[config.mk]
export PLATFORM = sky130hd
export DESIGN_NAME = ab_input_conditioner
export DESIGN_NICKNAME = d
export VERILOG_FILES = /design/src/rtl/ab_input_conditioner.sv
export SDC_FILE = /design/constraint.sdc
export NUM_CORES = 1
export LEC_CHECK = 0
export ABC_AREA = 1
export CAP_MARGIN = 20
export CELL_PAD_IN_SITES_DETAIL_PLACEMENT = 0
export CELL_PAD_IN_SITES_GLOBAL_PLACEMENT = 1
export CORE_MARGIN = 2
export CORE_UTILIZATION = 34
export CTS_CLUSTER_SIZE = 25
export DETAILED_ROUTE_END_ITERATION = 16
export PLACE_DENSITY_LB_ADDON = 0.15
export SYNTH_ARGS = -nofsm -noshare
export SYNTH_HDL_FRONTEND = slang
export SYNTH_SLANG_ARGS = --single-unit
export TNS_END_PERCENT = 20
[constraint.sdc]
create_clock -name clk -period 0.9 [get_ports clk]
set_input_delay 0.18 -clock clk [delete_from_list [all_inputs] [get_ports clk]]
set_output_delay 0.18 -clock clk [all_outputs]
set_load 0.03 [all_outputs]
[src/rtl/ab_input_conditioner.sv]
// ab_input_conditioner: two-channel synchronizer + debouncer feeding the a/b FSM.
// Each channel has a 2-flop synchronizer and a STABLE/PENDING debounce machine.
// The output follows the synchronized input only after DEB_CYCLES consecutive
// enabled edges on which the two differ.
// Optional: define AB_EDGE_OUT_EN to add one-cycle change pulses a_chg/b_chg.
module ab_input_conditioner #(
    parameter int unsigned DEB_CYCLES = 4,
    parameter logic        A_INIT     = 1'b0,
    parameter logic        B_INIT     = 1'b0
) (
    input  logic clk,
    input  logic rst,
    input  logic en,
    input  logic a_raw,
    input  logic b_raw,
    output logic a,
    output logic b,
`ifdef AB_EDGE_OUT_EN
    output logic a_chg,
    output logic b_chg,
`endif
    output logic busy
);

    localparam int unsigned    CW   = $clog2(DEB_CYCLES + 1);
    localparam logic [CW-1:0]  LAST = CW'(DEB_CYCLES - 1);
    localparam logic [1:0]     INIT = {B_INIT, A_INIT};

    typedef enum logic {Stable, Pending} state_e;

    // Index 0 is channel A, index 1 is channel B.
    state_e          state_q [2];
    state_e          state_d [2];
    logic [CW-1:0]   cnt_q   [2];
    logic [CW-1:0]   cnt_d   [2];
    logic [1:0]      s1_q, s2_q;
    logic [1:0]      out_q, out_d;
    logic            busy_q;
    logic [1:0]      chg_q;

    // Per-channel debounce next-state; en=0 freezes state, count and output.
    always_comb begin
        for (int ch = 0; ch < 2; ch++) begin
            state_d[ch] = state_q[ch];
            cnt_d[ch]   = cnt_q[ch];
            out_d[ch]   = out_q[ch];
            if (en) begin
                unique case (state_q[ch])
                    Stable: begin
                        if (s2_q[ch] != out_q[ch]) begin
                            // A one-cycle debounce commits immediately.
                            if (DEB_CYCLES == 1) begin
                                out_d[ch] = s2_q[ch];
                            end else begin
                                state_d[ch] = Pending;
                                cnt_d[ch]   = CW'(1);
                            end
                        end
                    end
                    Pending: begin
                        if (s2_q[ch] == out_q[ch]) begin
                            state_d[ch] = Stable;
                            cnt_d[ch]   = '0;
                        end else if (cnt_q[ch] == LAST) begin
                            out_d[ch]   = s2_q[ch];
                            cnt_d[ch]   = '0;
                            state_d[ch] = Stable;
                        end else begin
                            cnt_d[ch] = cnt_q[ch] + CW'(1);
                        end
                    end
                    default: begin
                        state_d[ch] = Stable;
                        cnt_d[ch]   = '0;
                    end
                endcase
            end
        end
    end

    // Synchronizers run every edge; state, outputs and busy register together.
    always_ff @(posedge clk) begin
        if (rst) begin
            s1_q   <= INIT;
            s2_q   <= INIT;
            out_q  <= INIT;
            busy_q <= 1'b0;
            chg_q  <= 2'b00;
            for (int ch = 0; ch < 2; ch++) begin
                state_q[ch] <= Stable;
                cnt_q[ch]   <= '0;
            end
        end else begin
            s1_q   <= {b_raw, a_raw};
            s2_q   <= s1_q;
            out_q  <= out_d;
            busy_q <= (state_d[0] == Pending) || (state_d[1] == Pending);
            chg_q  <= out_d ^ out_q;
            for (int ch = 0; ch < 2; ch++) begin
                state_q[ch] <= state_d[ch];
                cnt_q[ch]   <= cnt_d[ch];
            end
        end
    end

    assign a    = out_q[0];
    assign b    = out_q[1];
    assign busy = busy_q;

`ifdef AB_EDGE_OUT_EN
    assign a_chg = chg_q[0];
    assign b_chg = chg_q[1];
`else
    logic unused_chg;
    assign unused_chg = ^chg_q;
`endif

endmodule
==> metrics.md, run 1 <==
| Metric | Value |
|---|---|
| Final Cell Area | 988 µm² |
| Placed Cells | 143 |
| Worst Hold Slack | 399 ps |
| Largest net degree at the start of global routing | 10 |
| DRT antenna net count | 0 |
| Tot GR Track Use | 0.130 |
| Net Count, Synth | 110 |
| Largest fanout on the critical path | 2 |
| Multi-input gate area | 398 µm² |
| Seq/Total Area, Yosys | 0.412 |
| Die area | 0.00253 mm² |
| Tightest Hold Check Type | reg2reg |
| Longest Clk Path Bufs | 2 |
| Final min period | 998 ps |
| Maximum vdd drop | 0.665 mV |
| CP Capture Type | register |
| Starting DRT DRC Count | 5 |
| Number of flops mapped to enable cells by yosys | 0 |
| Clock root cell | clkbuf_4 |
| DIE HEIGHT | 50.3 µm |
| Post-synthesis mux area share | 0 |
| Outcome | finished, violations left |
| DRC viols | 0 |
| Max H-tree Level | 1 |
| Congestion Overflow GR | 0 |
| Yosys warning total | 0 |
| Sink Count | 15 |
| Worst-Margin Slew | 218 ps |
| Xor/xnor share of the synthesized area | 0 |
| Main combinational cell family by area after synthesis | simple AND/OR/NAND/NOR gates |
| Violations in the final reports | setup timing |
| Area added between synthesis and finish | 35.7% |
| Hold Buf Count CTS | 0 |
| Top_reg_cell synth | dfxtp_1 |
| Overall Power | 1.17 mW |
| Fin crit share | 1.11 |
| Nets | 128 |
| Arr. time, crit path | 1200 ps |
| Synthesized area per cell | 7.07 µm² |
| Final Hold Fails | 0 |
| DR WL/cell | 8.93 µm |
| CTS tree | done |
| Port Buffers | 7 |
| Adder-cell share of the synthesized area | 0.0344 |
| Compound-Gate Fraction of Synth Area | 0.0653 |
| Ports | 8 |
| Worst Path Class, Setup | reg2reg |
| Critical path required time | 1100 ps |
| Ys async rst share | 0 |
| Die W | 50.3 µm |
| Worst R2R Setup Slack | -100 ps |
| CTS clock-pin slew for the worst setup and hold paths | 80 ps |
| Max_cap viols | 0 |
| Post-Synth Simple-Gate Area | 0.361 |
| Fin. max-slew vios | 0 |
| Post-synth cell types | 18 |
| Most common cell in the netlist | nand2_1 |
| Fmax | 1000 MHz |
| Filler cell count | 195 |
| Cell area power density | 1180 mW/mm² |
| Synth top area cells | dfxtp_1 (41%), nand2_1 (14%), inv_1 (9.3%) |
| RSZ-0062 raised after global routing | true |
| Clock Latency Late Sink | 270 ps |
| Post-DP HPWL | 1020 µm |
| Drt pass-1 iters | 4 |
| Vias in the first global route | 613 |
| Antenna Cells | 0 |
| Initial core utilization | 0.367 |
| Initial antenna violation count | 0 |
| Setup violators final | 9 |
| Via count | 657 |
| Post-Syn Area | 728 µm² |
| Clk_skew | 2.39 ps |
| Commonest cells post-synth | nand2_1 (27), inv_1 (18), dfxtp_1 (15), nand3_1 (12), nor2_1 (10) |
| Layout cells sized above 1 | 0.425 |
| Storage element area | 315 µm² |
| Final std cells w/o fill | 147 |
| Core area | 0.00198 mm² |
| Routability Congestion | 0.757 |
| WL final | 1310 µm |
| CP Launch Type | register |
| Synth area leader | dfxtp_1 |
| Inserted Clock Buffers | 3 |
| Setup ws final | -97.9 ps |
| Site Rows | 16 |
| Placed Area | 906 µm² |
| Yosys top cell area share | 0.412 |
| First-pass GRT wire length | 2470 µm |
| Max transition margin | 0.854 |
| Post-synthesis cell count | 103 |
| Flops & latches, synth | 15 |
| Leak pwr | 0.454 nW |
| Number of vias per cell | 4.47 |
[metal layers]
layer	up-vias	track usage	part of all wire
met5	-	0	0
met4	0	0.0694	0.014
met1	303	0.153	0.45
li1	348	-	-
met2	4	0.219	0.52
met3	2	0.0268	0.021
[cells in the final DEF (no fill, tap or decap), drive strengths merged, types with 2 or more instances in the layout]
master	synthesis	layout
clkbuf	0	4
inv	19	19
clkdlybuf4s50	0	3
nand2	31	31
a21oi	7	7
buf	2	11
ha	2	2
nor2	10	10
dfxtp	15	15
nand3	14	14
[layout make-up]
type,count,share of cell area
clock buffer,4,0.0266
tap,27,0.0342
multi-input combinational,66,0.403
sequential,15,0.319
timing repair buffer,15,0.138
inverter,20,0.0797
[kinds of logic (layout without fill, tap and decap cells)]
logic type                 Yosys count  after routing
adders and majority gates            2              2
DFF                                 15             15
buffers and inverters               22             39
AOI/OAI and AO/OA                    8              8
and+or+nand+nor                     56             56
[per-stage QoR]
step,setup slack [ps],setup TNS [ps],utilization
final,-97.9,-457,0.499
after global routing,-163,-1310,0.499
after CTS,-102,-635,0.487
after detailed placement,-422,-4240,0.457
after global placement,-385,-4040,0.457
after floorplan,-64.9,-272,-
[power breakdown]
group          internal [mW]  total, mW  switching (mW)
Combinational         0.0531      0.113          0.0599
Clock                  0.171      0.369           0.197
Sequential             0.678      0.689          0.0113
[state kept, by name, indices dropped and copies added (netlist names)]
signal / cells
cnt_q: 6
out_q: 2
s1_q: 2
state_q: 2
busy: 1
s2_q: 2
[final timing paths]
check | start | end | cells past startpoint
max reg2reg | cnt_q[0][4] | cnt_q[0][4] | 5
min | s1_q[0] | s2_q[0] | 2
min reg2reg | s1_q[0] | s2_q[0] | 2
max | cnt_q[0][4] | cnt_q[0][4] | 5
[critical path, cell delays in order, from the launching register on]
cell	delay, ps
dfxtp_2	340
ha_4	260
inv_2	30
nor2_1	80
nand3_1	90
a21oi_2	130
[what timing repair did]
action | CTS | global route
resized for setup | 15 | 9
endpoints found under the setup margin | 13 | 14
setup buffers | 0 | 0
pin swaps | 12 | 4
(Power assumes the default switching activity.)
==> run 2, diff against run 1 <==
--- a/config.mk
+++ b/config.mk
@@ -7,10 +7,8 @@
 export LEC_CHECK = 0
 export ABC_AREA = 1
 export CAP_MARGIN = 20
-export CELL_PAD_IN_SITES_DETAIL_PLACEMENT = 0
-export CELL_PAD_IN_SITES_GLOBAL_PLACEMENT = 1
 export CORE_MARGIN = 2
-export CORE_UTILIZATION = 34
+export CORE_UTILIZATION = 47
 export CTS_CLUSTER_SIZE = 25
 export DETAILED_ROUTE_END_ITERATION = 16
 export PLACE_DENSITY_LB_ADDON = 0.15
==> run 2 against run 1 <==
- the run still ends with setup timing left
- non-clock buffer count stayed put
- total power is 1.2% higher
- clock power is 3% higher
- utilization is 17 points higher
- worst hold slack worse by 31 ps
- largest power group unchanged
==> metrics.md, run 2 (synthesis gave the netlist of run 1 again) <==
| Metric | Value |
|---|---|
| Outcome | finished, violations left |
| Violations in the final reports | setup timing |
| Top delay family on crit path | flip-flops |
| CP Capture Type | register |
| Final min period | 980 ps (-17.7 ps) |
| DR WL/cell | 9.92 µm (+11%) |
| Number of vias per cell | 4.80 (+7.4%) |
| Largest fanout on the critical path | 3 (+1) |
| Inserted Clock Buffers | 3 (unchanged) |
| R2r startpoint | cnt_q[0][3] |
| Tot GR Track Use | 0.170 (+0.0395) |
| Max reg flops | 6 (unchanged) |
| Final std cells w/o fill | 136 (-7.5%) |
| CP Launch Type | register |
| WL final | 1350 µm (+2.7%) |
| Die W | 43.4 µm (-14%) |
| Nets | 128 (unchanged) |
| DRC viols | 0 (unchanged) |
| Max H-tree Level | 1 (unchanged) |
| Layout cells sized above 1 | 0.392 (-0.0333) |
| RSZ-0062 raised after global routing | true |
| CP bufs+invs | 1 (unchanged) |
| Largest net degree at the start of global routing | 9 (-1) |
| Most frequent cells in the layout | nand2_1 (25), inv_1 (15), nor2_1 (8), nand3_1 (8), dfxtp_2 (8) |
| DRT antenna net count | 0 (unchanged) |
| Starting DRT DRC Count | 7 (+2) |
| Internal power | 0.904 mW (+0.23%) |
| Port Buffers | 7 (unchanged) |
| Max transition margin | 0.869 (+0.0149) |
| Cell area power density | 1210 mW/mm² (+1.9%) |
| Post-DP HPWL | 972 µm (-4.5%) |
| Clock share of power | 0.321 (+0.006) |
| Largest register by flop count | cnt_q |
| Switching Power | 0.280 mW (+4.3%) |
| Hold Buf Count CTS | 0 (unchanged) |
| Worst-Margin Slew | 196 ps (-22.3 ps) |
| Final Cell Area | 981 µm² (-0.76%) |
| Routability Congestion | 0.852 (+13%) |
| Fmax | 1020 MHz (+1.8%) |
| Clk_skew | 0.647 ps (-1.74 ps) |
| Leak pwr | 0.464 nW (+2.2%) |
| CP max stage delay | 360 ps (+20 ps) |
| CTS tree | done |
| Overall Power | 1.18 mW (+1.2%) |
| Sink Count | 15 (unchanged) |
| Vias in the first global route | 587 (-4.2%) |
| Longest Clk Path Bufs | 2 (unchanged) |
| Fin crit share | 1.09 (-0.0196) |
| Drt pass-1 iters | 4 (unchanged) |
| Combinational share of power | 0.098 (+0.002) |
| Antenna Cells | 0 (unchanged) |
| Via count | 653 (-0.61%) |
| Critical path required time | 1070 ps (-30 ps) |
| Maximum vdd drop | 0.961 mV (+45%) |
| Area added between synthesis and finish | 34.7% |
| Final Hold Fails | 0 (unchanged) |
| Ports | 8 (unchanged) |
| Multi-input gate area | 404 µm² (+1.6%) |
| Placed Area | 885 µm² (-2.3%) |
| CTS clock-pin slew for the worst setup and hold paths | 90 ps (about the same) |
| CP startpoint | cnt_q[0][3] |
| DIE HEIGHT | 43.4 µm (-14%) |
| CP max-delay cell | dfxtp_2 |
| Storage element area | 314 µm² (-0.40%) |
| Arr. time, crit path | 1150 ps (-50 ps) |
| Cell breakdown of the critical path | ha_4 -> inv_2 -> nor2_4 -> nand2_2 -> o21ai_1 -> a21oi_1 |
| Site Rows | 14 (-2) |
| Core area | 0.00147 mm² (-26%) |
| Max_cap viols | 0 (unchanged) |
| Most common cell after layout, fill and taps aside | nand2_1 |
| Die area | 0.00188 mm² (-26%) |
| Worst Path Class, Setup | reg2reg |
| Congestion Overflow GR | 0 (unchanged) |
| Worst R2R Setup Slack | -80 ps (+20 ps) |
| Initial antenna violation count | 0 (unchanged) |
| Clock Latency Late Sink | 280 ps (about the same) |
| Switching part of the total | 0.236 (+0.00704) |
| Setup violators final | 10 (+1) |
| Initial core utilization | 0.495 (+0.127) |
| Hold path startpoint | en |
| Setup ws final | -80.3 ps (+17.7 ps) |
| Tightest Hold Check Type | in2reg |
| First-pass GRT wire length | 2330 µm (-5.9%) |
| Sequential share of power | 0.581 (-0.008) |
| Fin. max-slew vios | 0 (unchanged) |
| Placed Cells | 131 (-8.4%) |
| DP Worst Slack | -379 ps (+42.7 ps) |
| Clock root cell | clkbuf_4 |
| Filler cell count | 123 (-37%) |
-- run 2: metal layers --
layer  vias up  wire, µm  share of wire  GRT usage
met5         -         0              0          0
met4         0        15          0.011      0.109
met3         2        51          0.038     0.0375
met2        12       623           0.46      0.257
met1       288       658           0.49      0.218
li1        351         -              -          -
-- run 2: repair_timing --
| action | 4_1_cts | 5_1_grt |
|---|---|---|
| pin swaps | 10 | 2 |
| endpoints found under the setup margin | 12 | 14 |
| setup buffers | 1 | 0 |
| resized for setup | 11 | 8 |
-- run 2: power by group through the flow --
stage	Sequential, mW	Combinational, mW	Clock (mW)
detailed placement	0.702	0.109	0
CTS	0.688	0.114	0.394
floorplan	0.706	0.0602	0
global placement	0.701	0.108	0
finish	0.688	0.117	0.380
global route	0.690	0.129	0.418
-- run 2: layout make-up --
class                           instances  share of cell area
Tap cell                               16              0.0204
Timing Repair Buffer                   15               0.143
Inverter                               20              0.0778
Multi-Input combinational cell         66               0.412
Sequential cell                        15               0.320
Clock buffer                            4              0.0268
-- run 2: worst paths after layout --
check / to / depth (start not counted)
hold / removal: cnt_q[0][5] / 5
setup reg to reg: out_q[1] / 6
hold reg to reg: s2_q[0] / 2
setup / recovery: out_q[1] / 6
-- run 2: through the flow --
stage	hold WS, ps	utilization	setup TNS [ps]
final	368	0.667	-477
after floorplan	287	-	-272
after global routing	400	0.667	-1190
after CTS	401	0.645	-557
after detailed placement	395	0.601	-3690
after global placement	389	0.601	-3530
-- run 2: tightest hold or removal path, delay by kind of cell --
family                 cells  cell delay [ps]
buffers and inverters      2              250
and+or+nand+nor            2              140
AOI/OAI and AO/OA          1               50
